<file path="src/rtl/wavefront_pkg.sv">
// wavefront_pkg: mode encoding, per-channel delay and counter-width helpers
// shared by the wavefront skew unit and its delay lines.
package wavefront_pkg;

    typedef enum int {WF_SKEW = 0, WF_DESKEW = 1} wf_mode_e;

    typedef logic [15:0] wf_cnt_t;

    function automatic int chan_delay(input int i, input int n, input int mode);
        return (mode == WF_DESKEW) ? n - 1 - i : i;
    endfunction

    function automatic int cnt_width(input int n);
        return (n > 1) ? $clog2(n) : 1;
    endfunction

endpackage

</file>
<file path="src/rtl/vdelay.sv">
// vdelay: D-stage delay line carrying a valid bit with each data word;
// D = 0 degenerates to a combinational passthrough.
module vdelay #(
    parameter int DATA_WIDTH = 8,
    parameter int D          = 1
) (
    input  logic                  clk,
    input  logic                  rst_n,
    input  logic                  en,
    input  logic                  flush,
    input  logic                  vin,
    input  logic [DATA_WIDTH-1:0] din,
    output logic                  vout,
    output logic [DATA_WIDTH-1:0] dout
);

    if (D == 0) begin : g_pass
        logic w_unused;
        assign w_unused = clk ^ rst_n;
        assign vout     = vin & en & ~flush;
        assign dout     = din;
    end else begin : g_line
        logic [D-1:0]          r_v;
        logic [DATA_WIDTH-1:0] r_d [0:D-1];
        // flush only drops valid bits; stale data is harmless once invalid
        always_ff @(posedge clk or negedge rst_n) begin
            if (!rst_n) begin
                r_v <= '0;
                for (int k = 0; k < D; k++) r_d[k] <= '0;
            end else if (flush) begin
                r_v <= '0;
            end else if (en) begin
                r_v[0] <= vin;
                r_d[0] <= din;
                for (int k = 1; k < D; k++) begin
                    r_v[k] <= r_v[k-1];
                    r_d[k] <= r_d[k-1];
                end
            end
        end
        assign vout = r_v[D-1] & en;
        assign dout = r_d[D-1];
    end

endmodule

</file>
<file path="src/rtl/wavefront_skew_unit.sv">
// wavefront_skew_unit: N-channel skew/deskew stage with valid tracking, stall, flush
// and an in-flight wavefront counter. Define WAVEFRONT_ZERO_BUBBLE_EN to zero invalid slots.
module wavefront_skew_unit
    import wavefront_pkg::*;
#(
    parameter int DATA_WIDTH = 8,
    parameter int N          = 4,
    parameter int MODE       = 0
) (
    input  logic                    clk,
    input  logic                    rst_n,
    input  logic                    en,
    input  logic                    flush,
    input  logic                    in_valid,
    input  logic [DATA_WIDTH-1:0]   din [0:N-1],
    output logic [DATA_WIDTH-1:0]   dout [0:N-1],
    output logic [N-1:0]            dout_valid,
    output logic [cnt_width(N)-1:0] inflight,
    output logic                    busy
);

    localparam int CW = cnt_width(N);

    logic [DATA_WIDTH-1:0] w_d [0:N-1];
    logic [N-1:0]          w_v;

    genvar i;
    for (i = 0; i < N; i++) begin : g_ch
        vdelay #(
            .DATA_WIDTH(DATA_WIDTH),
            .D         (chan_delay(i, N, MODE))
        ) u_dly (
            .clk  (clk),
            .rst_n(rst_n),
            .en   (en),
            .flush(flush),
            .vin  (in_valid),
            .din  (din[i]),
            .vout (w_v[i]),
            .dout (w_d[i])
        );
`ifdef WAVEFRONT_ZERO_BUBBLE_EN
        assign dout[i] = w_v[i] ? w_d[i] : '0;
`else
        assign dout[i] = w_d[i];
`endif
    end

    assign dout_valid = w_v;

    if (N == 1) begin : g_nocnt
        assign inflight = '0;
    end else begin : g_cnt
        localparam int MAX_CH = (MODE == WF_DESKEW) ? 0 : N - 1;
        logic          w_acc;
        logic          w_dec;
        logic [CW-1:0] r_inflight;
        assign w_acc = in_valid & en & ~flush;
        assign w_dec = w_v[MAX_CH];
        // a wavefront retires when its slowest channel emits
        always_ff @(posedge clk or negedge rst_n) begin
            if (!rst_n)
                r_inflight <= '0;
            else if (flush)
                r_inflight <= '0;
            else if (w_acc != w_dec)
                r_inflight <= w_acc ? r_inflight + CW'(1) : r_inflight - CW'(1);
        end
        assign inflight = r_inflight;
        a_no_underflow: assert property (@(posedge clk) disable iff (!rst_n)
            !(!flush && w_dec && !w_acc && r_inflight == '0));
    end

    assign busy = |inflight;

endmodule

</file>
<file path="config.mk">
export PLATFORM = sky130hd
export DESIGN_NAME = wavefront_skew_unit
export DESIGN_NICKNAME = d
export VERILOG_FILES = /design/src/rtl/wavefront_pkg.sv /design/src/rtl/vdelay.sv /design/src/rtl/wavefront_skew_unit.sv
export SDC_FILE = /design/constraint.sdc
export NUM_CORES = 1
export LEC_CHECK = 0
export BUFFER_PORTS_ARGS = -buffer_cell sky130_fd_sc_hd__buf_4
export CAP_MARGIN = 40
export CORE_ASPECT_RATIO = 0.7
export CORE_MARGIN = 2
export CORE_UTILIZATION = 47
export DETAILED_ROUTE_END_ITERATION = 12
export GPL_TIMING_DRIVEN = 0
export PLACE_DENSITY = 0.84
export SLEW_MARGIN = 10
export SYNTH_ARGS = -nofsm -noshare
export SYNTH_HDL_FRONTEND = slang
export SYNTH_SLANG_ARGS = --single-unit
export TNS_END_PERCENT = 1
</file>
<file path="constraint.sdc">
create_clock -name clk -period 2.7 [get_ports clk]
set_input_delay 0.81 -clock clk [delete_from_list [all_inputs] [get_ports clk]]
set_output_delay 0.81 -clock clk [all_outputs]
set_load 0.005 [all_outputs]
</file>
==> results.toml, run 1 <==
[run_status]
status = "completed"

[routing]
wl_met2_um = 1980
drt_wl_total_um = 4010
dr.max_layer_used = "met4"
drt-met1-wl_um = 1710
met3_length_um = 271
dr.pass1.iters = 2
wire_per_inst_um = 13.3
detail_route.iter0.violations = 64
detail-route-antenna-nets = 0
drcViolationCount = 0
vias = 1391
avgViaCountPerCell = 4.61

[critical_path]
slowest_stage = "buf_6"
critical_path.top_delay_family = "buffers and inverters"
crit_path_max_incr_delay_ns = 0.18
critical_path_buf_inv_count = 6
cp.required_ns = 1.89
arrival_ns = 1.76
path_cells = "buf_6, inv_2, nor2_4, buf_6, buf_12, and2_1, buf_4, buf_4"
cp_max_fo = 10
startpoint_type = "primary input"
worstSetupEndpointType = "output pin"
crit_type = "primary input to output pin"
reg2reg_from = "g_ch[3].u_dly.g_line.r_v[2]"
crit_start = "en"

[place]
dp_hpwl_um = 2930
place_inst = 294
dp_worst_setup_slack_ns = 0.106
gp_congestion = 0.700
dpl-instance-area_sq_um = 2910
numPortBuffers = 66

[clock_tree]
clk_latency_ns = 0.30
cts_tree = "done"
clk_pin_slew_worst_paths_ns = 0.09
cts_buffers = 5
cts_root_buf = "clkbuf_8"
clock-sinks = 53
clockBufferDepth = 2
post_cts_resized = 0
post_cts_buffers = 0
ctsHoldBuffers = 0
htreeDepth = 2

[synthesis]
synth_seq_cells = 53
synth_area_leader_cell = "dfrtp_1"
synth.avg_cell_area_sq_um = 14.6
yosysWarnings = 0
yosysUniqueCellTypes = 21
syn-cell-area_sq_um = 2320
synth_top_area_frac = 0.571
syn_nets = 196
ys_seq_area_frac = 0.571
synth.area.top_cells = "dfrtp_1 (57%), mux2_2 (19%), buf_4 (10%), mux2_4 (5.8%), buf_6 (0.97%)"
syn_inst = 159

[sta]
finClkSkew_ns = 0.00401
fmax_mhz = 389
fin_crit_ns = 2.57
holdWs_ns = 0.501
final-hold-violation-count = 0
fin_ws_ns = 0.132
fin_setup_tns_ns = 0
slew_headroom = 0.559
slew_violations = 0
grt_setup_unrepaired = "false"
tightest_slew_ns = 0.661
min_period_over_period = 0.951
setup_viol = 0

[floorplanning]
row_count = 21
start_util = 0.486
die_h_um = 62.8
dieArea_sq_um = 5530
chipWidth_um = 88.1
coreArea_sq_um = 4780
num_io_pins = 76

[grt]
grt_overflow = 0
antenna_found_initial = 0
grt_pass1_wl_um = 6570
track_usage = 0.157
grt_pass1_vias = 1399
grt_max_degree = 54

[layout]
drive_gt1_frac = 0.687
insertedDiodeCount = 0
finalNetCount = 269
area_delta_synth_final_pct = 28.7
utilization = 0.626
fin_cells = 302
nFillCells = 407
design_area_sq_um = 2990

[flow_run]
cap_violations = 0

[power_and_ir_drop]
finalPower_mw = 1.99
cellPowerDensity_nw_per_um2 = 665
peakVddDrop_mv = 0.336
p_leak_nw = 1.46

[hold_path]
hold_path.startpoint = "g_ch[2].u_dly.g_line.r_d[9]"
hold_class = "flip-flop to flip-flop"
-- layout make-up --
type,instances,area [sq um],area share
clock inverter,2,13.8,0.00460
sequential,53,1330,0.443
inverter,2,7.51,0.00251
tap,69,86.3,0.0288
timing repair buffer,66,495,0.166
buffer,34,275,0.0920
clock buffer,6,72.6,0.0242
multi-input combinational,70,716,0.239
-- routing by layer --
metal  GRT usage  vias to the layer above
met1       0.201                      679
met5           0                        -
met2       0.256                       48
met4      0.0511                        0
li1            -                      657
met3      0.0462                        7
-- cell families after synthesis --
family                    after synthesis  share of synthesized area
and+or+nand+nor                        14                     0.0345
buffers and inverters                  36                      0.122
AOI/OAI and AO/OA                       5                     0.0135
xor gates and xnor gates                1                    0.00377
muxes                                  50                      0.256
DFF                                    53                      0.571
-- Yosys cell counts --
cell	number
o31ai_1	1
nand2_1	1
buf_4	31
nor2_1	5
and2_1	3
mux2_2	40
buf_12	1
mux2_4	9
buf_6	2
nand2b_1	1
a31o_2	1
nand4b_1	1
inv_2	1
xor2_1	1
or2_2	1
inv_1	1
mux2i_1	1
nor2b_1	1
a21oi_1	3
dfrtp_1	53
nor2_4	1
-- power breakdown --
| group | switching, mW | internal [mW] | total [mW] | leakage, nW |
|---|---|---|---|---|
| sequential | 0.0802 | 0.947 | 1.03 | 0.634 |
| clock | 0.251 | 0.185 | 0.436 | 0.0456 |
| combinational | 0.150 | 0.377 | 0.527 | 0.784 |
| total | 0.481 | 1.51 | 1.99 | 1.46 |
-- worst register-to-register path, stage by stage, from the launching register on --
cell and delay, ns:
dfrtp_1 0.41, nand2_1 0.09, o31ai_1 0.23, mux2_2 0.37
-- final timing paths --
| kind | slack (ns) | to | cells after the start |
|---|---|---|---|
| max | 0.13 | dout_valid[0] | 8 |
| min | 0.50 | g_ch[2].u_dly.dout[1] | 1 |
| max reg2reg | 1.50 | inflight[1] | 3 |
| min reg2reg | 0.50 | g_ch[2].u_dly.dout[1] | 1 |
| max in group asynchronous | 1.73 | inflight[1] | 1 |
| min in group asynchronous | 0.52 | g_ch[2].u_dly.g_line.r_d[12] | 1 |
-- state kept, by name, indices dropped and copies added, names as in the netlist --
register / flops
g_ch.u_dly.dout: 24
g_ch.u_dly.g_line.r_d: 24
g_ch.u_dly.g_line.r_v: 3
inflight: 2
-- placed cells by master (no fill, tap or decap), drive strengths merged, types with 3 or more instances in the layout --
master,synthesis,final
buf,34,100
dfrtp,53,53
mux2,49,49
nor2,6,6
clkbuf,0,6
and2,3,3
a21oi,3,3
inv,2,3
(Power assumes the default switching activity.)
==> run 2: changes to the inputs <==
--- a/config.mk
+++ b/config.mk
@@ -13,6 +13,8 @@
 export DETAILED_ROUTE_END_ITERATION = 12
 export GPL_TIMING_DRIVEN = 0
 export PLACE_DENSITY = 0.84
+export RECOVER_POWER = 50
+export REMOVE_ABC_BUFFERS = 1
 export SLEW_MARGIN = 10
 export SYNTH_ARGS = -nofsm -noshare
 export SYNTH_HDL_FRONTEND = slang
==> results.toml, run 2 (same netlist as run 1, synthesis figures left out) <==
[run_status]
status = "completed"

[floorplanning]
chipWidth_um = 88.1
num_io_pins = 76
start_util = 0.486
row_count = 21
coreArea_sq_um = 4780
dieArea_sq_um = 5530
die_h_um = 62.8

[sta]
slew_headroom = 0.150
setup_viol = 0
fmax_mhz = 406
min_period_over_period = 0.913
finClkSkew_ns = 0.00410
fin_setup_tns_ns = 0
final-hold-violation-count = 0
slew_violations = 0
holdWs_ns = 0.506
tightest_slew_ns = 1.28
fin_crit_ns = 2.47
grt_setup_unrepaired = "false"

[flow_run]
cap_violations = 0

[grt]
grt_overflow = 0
grt_pass1_vias = 1291
grt_max_degree = 54
grt_pass1_wl_um = 5890
antenna_found_initial = 0
track_usage = 0.135

[routing]
wire_per_inst_um = 13.6
detail_route.iter0.violations = 22
drcViolationCount = 0
drt_wl_total_um = 3580
dr.pass1.iters = 4
detail-route-antenna-nets = 0
vias = 1264
avgViaCountPerCell = 4.81

[critical_path]
crit_type = "primary input to output pin"
cp_max_fo = 11
worstSetupEndpointType = "output pin"
reg2reg_slack_ns = 1.51
arrival_ns = 1.66
reg2reg_from = "inflight[0]"
startpoint_type = "primary input"
crit_start = "en"
cp.required_ns = 1.89

[clock_tree]
ctsHoldBuffers = 0
cts_root_buf = "clkbuf_8"
htreeDepth = 2
clock-sinks = 53
cts_tree = "done"
clockBufferDepth = 2
clk_pin_slew_worst_paths_ns = 0.09
cts_buffers = 5
clk_latency_ns = 0.29

[layout]
design_area_sq_um = 2720
final_cell_mix = "buf_4 (57), dfrtp_1 (53), mux2_2 (40)"
layout_commonest_cell = "buf_4"
drive_gt1_frac = 0.613
area_delta_synth_final_pct = 16.8
insertedDiodeCount = 0
nFillCells = 411
finalNetCount = 230
utilization = 0.568

[place]
dp_hpwl_um = 2440
numPortBuffers = 59
gp_congestion = 0.770
dpl-instance-area_sq_um = 2600

[power_and_ir_drop]
peakVddDrop_mv = 0.408
p_leak_nw = 1.27
cellPowerDensity_nw_per_um2 = 722

[hold_path]
hold_class = "flip-flop to flip-flop"
hold_path.startpoint = "g_ch[3].u_dly.g_line.r_d[21]"
## run 2: changes by cell type in the layout (fill, tap and decap cells not counted), sizes merged
cell | before | now
bufinv | 0 | 1
clkbuf | 6 | 9
nor2 | 6 | 7
inv | 3 | 2
clkinv | 1 | 0
buf | 100 | 58
## run 2: path summary, 6_finish.rpt
check                      depth (start not counted)                           end
setup / recovery                                   5                 dout_valid[0]
hold / removal                                     1  g_ch[3].u_dly.g_line.r_d[21]
setup reg to reg                                   2                   inflight[1]
hold reg to reg                                    1  g_ch[3].u_dly.g_line.r_d[21]
max in group asynchronous                          1  g_ch[2].u_dly.g_line.r_d[15]
min in group asynchronous                          1         g_ch[2].u_dly.dout[0]
## run 2: per-layer routing
layer	GRT usage	wire, um
met1	0.170	1610
met2	0.217	1640
met3	0.0647	326
met5	0	0
met4	0.0227	4
## run 2: through the flow
stage	power [mW]	setup WS [ns]	std cells
floorplan	1.22	-0.0195	125
global route	2.08	0.153	263
global placement	1.43	-0.546	253
CTS	2.00	0.0216	262
finish	1.96	0.235	263
detailed placement	1.45	0.0255	254
## run 2: power by group
| part | internal (mW) | switching [mW] | total, mW | leakage, nW |
|---|---|---|---|---|
| Sequential | 0.947 | 0.0815 | 1.03 | 0.634 |
| Combinational | 0.276 | 0.125 | 0.400 | 0.582 |
| Clock | 0.302 | 0.230 | 0.532 | 0.0585 |
| Total | 1.53 | 0.436 | 1.96 | 1.27 |
## run 2: repair_timing
item	4_1_cts	5_1_grt
endpoints found under the setup margin	0	1
setup buffers	0	0
gates resized for setup	0	0
## run 2: area by class of cell
class                           instances  area, sq um  area share
Tap cell                               69         86.3      0.0318
Multi-Input combinational cell         71          722       0.266
Clock buffer                            7         86.3      0.0318
Sequential cell                        53         1330       0.488
Clock inverter                          1         30.0      0.0111
Inverter                                2         7.51     0.00276
Timing Repair Buffer                   60          457       0.168
## run 2: worst max-delay path, stage by stage
cell    delay [ns]
buf_4         0.13
inv_1         0.13
nor2_4        0.31
and2_1        0.18
buf_4         0.10
==> run 3: changes to the inputs <==
--- a/config.mk
+++ b/config.mk
@@ -10,6 +10,7 @@
 export CORE_ASPECT_RATIO = 0.7
 export CORE_MARGIN = 2
 export CORE_UTILIZATION = 47
+export CTS_BUF_LIST = sky130_fd_sc_hd__clkbuf_4 sky130_fd_sc_hd__clkbuf_8
 export DETAILED_ROUTE_END_ITERATION = 12
 export GPL_TIMING_DRIVEN = 0
 export PLACE_DENSITY = 0.84
==> results.toml, run 3 (same netlist as run 1, synthesis figures left out) <==
[run_status]
status = "completed"

[sta]
final-hold-violation-count = 0
min_period_over_period = 0.913
slew_headroom = 0.150
fin_crit_ns = 2.47
finClkSkew_ns = 0.00422
tightest_slew_ns = 1.28
grt_setup_unrepaired = "false"
setup_viol = 0
holdWs_ns = 0.506
fmax_mhz = 406
slew_violations = 0
fin_ws_ns = 0.235

[place]
place_inst = 254
dp_hpwl_um = 2440
gp_congestion = 0.770
dpl-instance-area_sq_um = 2600
numPortBuffers = 59
dp_worst_setup_slack_ns = 0.0255

[layout]
finalNetCount = 230
utilization = 0.569
area_delta_synth_final_pct = 17.0
seq_area_sq_um = 1330
multi_input_area_sq_um = 722
final_cell_mix = "buf_4 (57), dfrtp_1 (53), mux2_2 (40)"
layout_commonest_cell = "buf_4"
insertedDiodeCount = 0
design_area_sq_um = 2720
nFillCells = 411
drive_gt1_frac = 0.619
fin_cells = 263

[clock_tree]
clock-sinks = 53
cts_root_buf = "clkbuf_8"
htreeDepth = 2
cts_buffers = 5
post_cts_resized = 0
clk_latency_ns = 0.29
clockBufferDepth = 2
clk_pin_slew_worst_paths_ns = 0.09
cts_tree = "done"

[routing]
wire_per_inst_um = 13.6
avgViaCountPerCell = 4.81
detail_route.iter0.violations = 23
dr.pass1.iters = 4
drt_wl_total_um = 3580
drcViolationCount = 0
detail-route-antenna-nets = 0
vias = 1264

[power_and_ir_drop]
p_leak_nw = 1.28
peakVddDrop_mv = 0.410
cellPowerDensity_nw_per_um2 = 725

[critical_path]
arrival_ns = 1.66
cp_max_fo = 11
startpoint_type = "primary input"
cp.required_ns = 1.89
worstSetupEndpointType = "output pin"
crit_type = "primary input to output pin"

[flow_run]
cap_violations = 0

[hold_path]
hold_class = "flip-flop to flip-flop"

[floorplanning]
row_count = 21
num_io_pins = 76
dieArea_sq_um = 5530
die_h_um = 62.8
coreArea_sq_um = 4780
start_util = 0.486
chipWidth_um = 88.1

[grt]
grt_pass1_vias = 1291
grt_overflow = 0
grt_max_degree = 54
grt_pass1_wl_um = 5890
track_usage = 0.135
antenna_found_initial = 0
-- run 3: what timing repair did --
item / CTS / global route
endpoints found under the setup margin: 0 / 1
endpoints found under the hold margin: 0 / 0
hold buffers: 0 / 0
buffers inserted: 0 / 0
-- run 3: worst max-delay path, stage by stage --
cell    delay (ns)
buf_4         0.13
inv_1         0.13
nor2_4        0.31
and2_1        0.18
buf_4         0.10
-- run 3: report_power, final --
part	leakage (nW)	total, mW	switching [mW]	internal (mW)
sequential	0.634	1.03	0.0815	0.947
clock	0.0619	0.542	0.230	0.312
combinational	0.582	0.400	0.125	0.276
total	1.28	1.97	0.436	1.54
-- run 3: layer usage --
layer  vias up  share of wire  GRT usage
met5         -              0          0
met4         0         0.0011     0.0227
met3         2          0.091     0.0647
met2        58           0.46      0.217
met1       626           0.45      0.170
li1        578              -          -
-- run 3: cell type report --
| cell class | count | share of cell area |
|---|---|---|
| flip-flops and latches | 53 | 0.488 |
| multi-input cells | 71 | 0.266 |
| repair buffers | 60 | 0.168 |
| clock buffers | 7 | 0.0331 |
| well taps | 69 | 0.0318 |
| clock inverters | 1 | 0.0110 |
| inverters | 2 | 0.00276 |
-- run 3: final timing paths --
kind,from,end,slack (ns),cells past startpoint
max reg2reg,inflight[0],inflight[1],1.51,2
min reg2reg,g_ch[3].u_dly.g_line.r_d[21],g_ch[3].u_dly.g_line.r_d[21],0.51,1
max in group asynchronous,rst_n,g_ch[2].u_dly.g_line.r_d[15],1.14,1
max,en,dout_valid[0],0.23,5
min,g_ch[3].u_dly.g_line.r_d[21],g_ch[3].u_dly.g_line.r_d[21],0.51,1
min in group asynchronous,rst_n,g_ch[2].u_dly.dout[0],0.78,1
-- run 3: metrics by stage --
| stage | TNS, ns | power (mW) |
|---|---|---|
| after floorplan | -0.0195 | 1.22 |
| after global placement | -0.546 | 1.43 |
| after detailed placement | 0 | 1.45 |
| after CTS | 0 | 2.01 |
| after global routing | 0 | 2.09 |
| final | 0 | 1.97 |
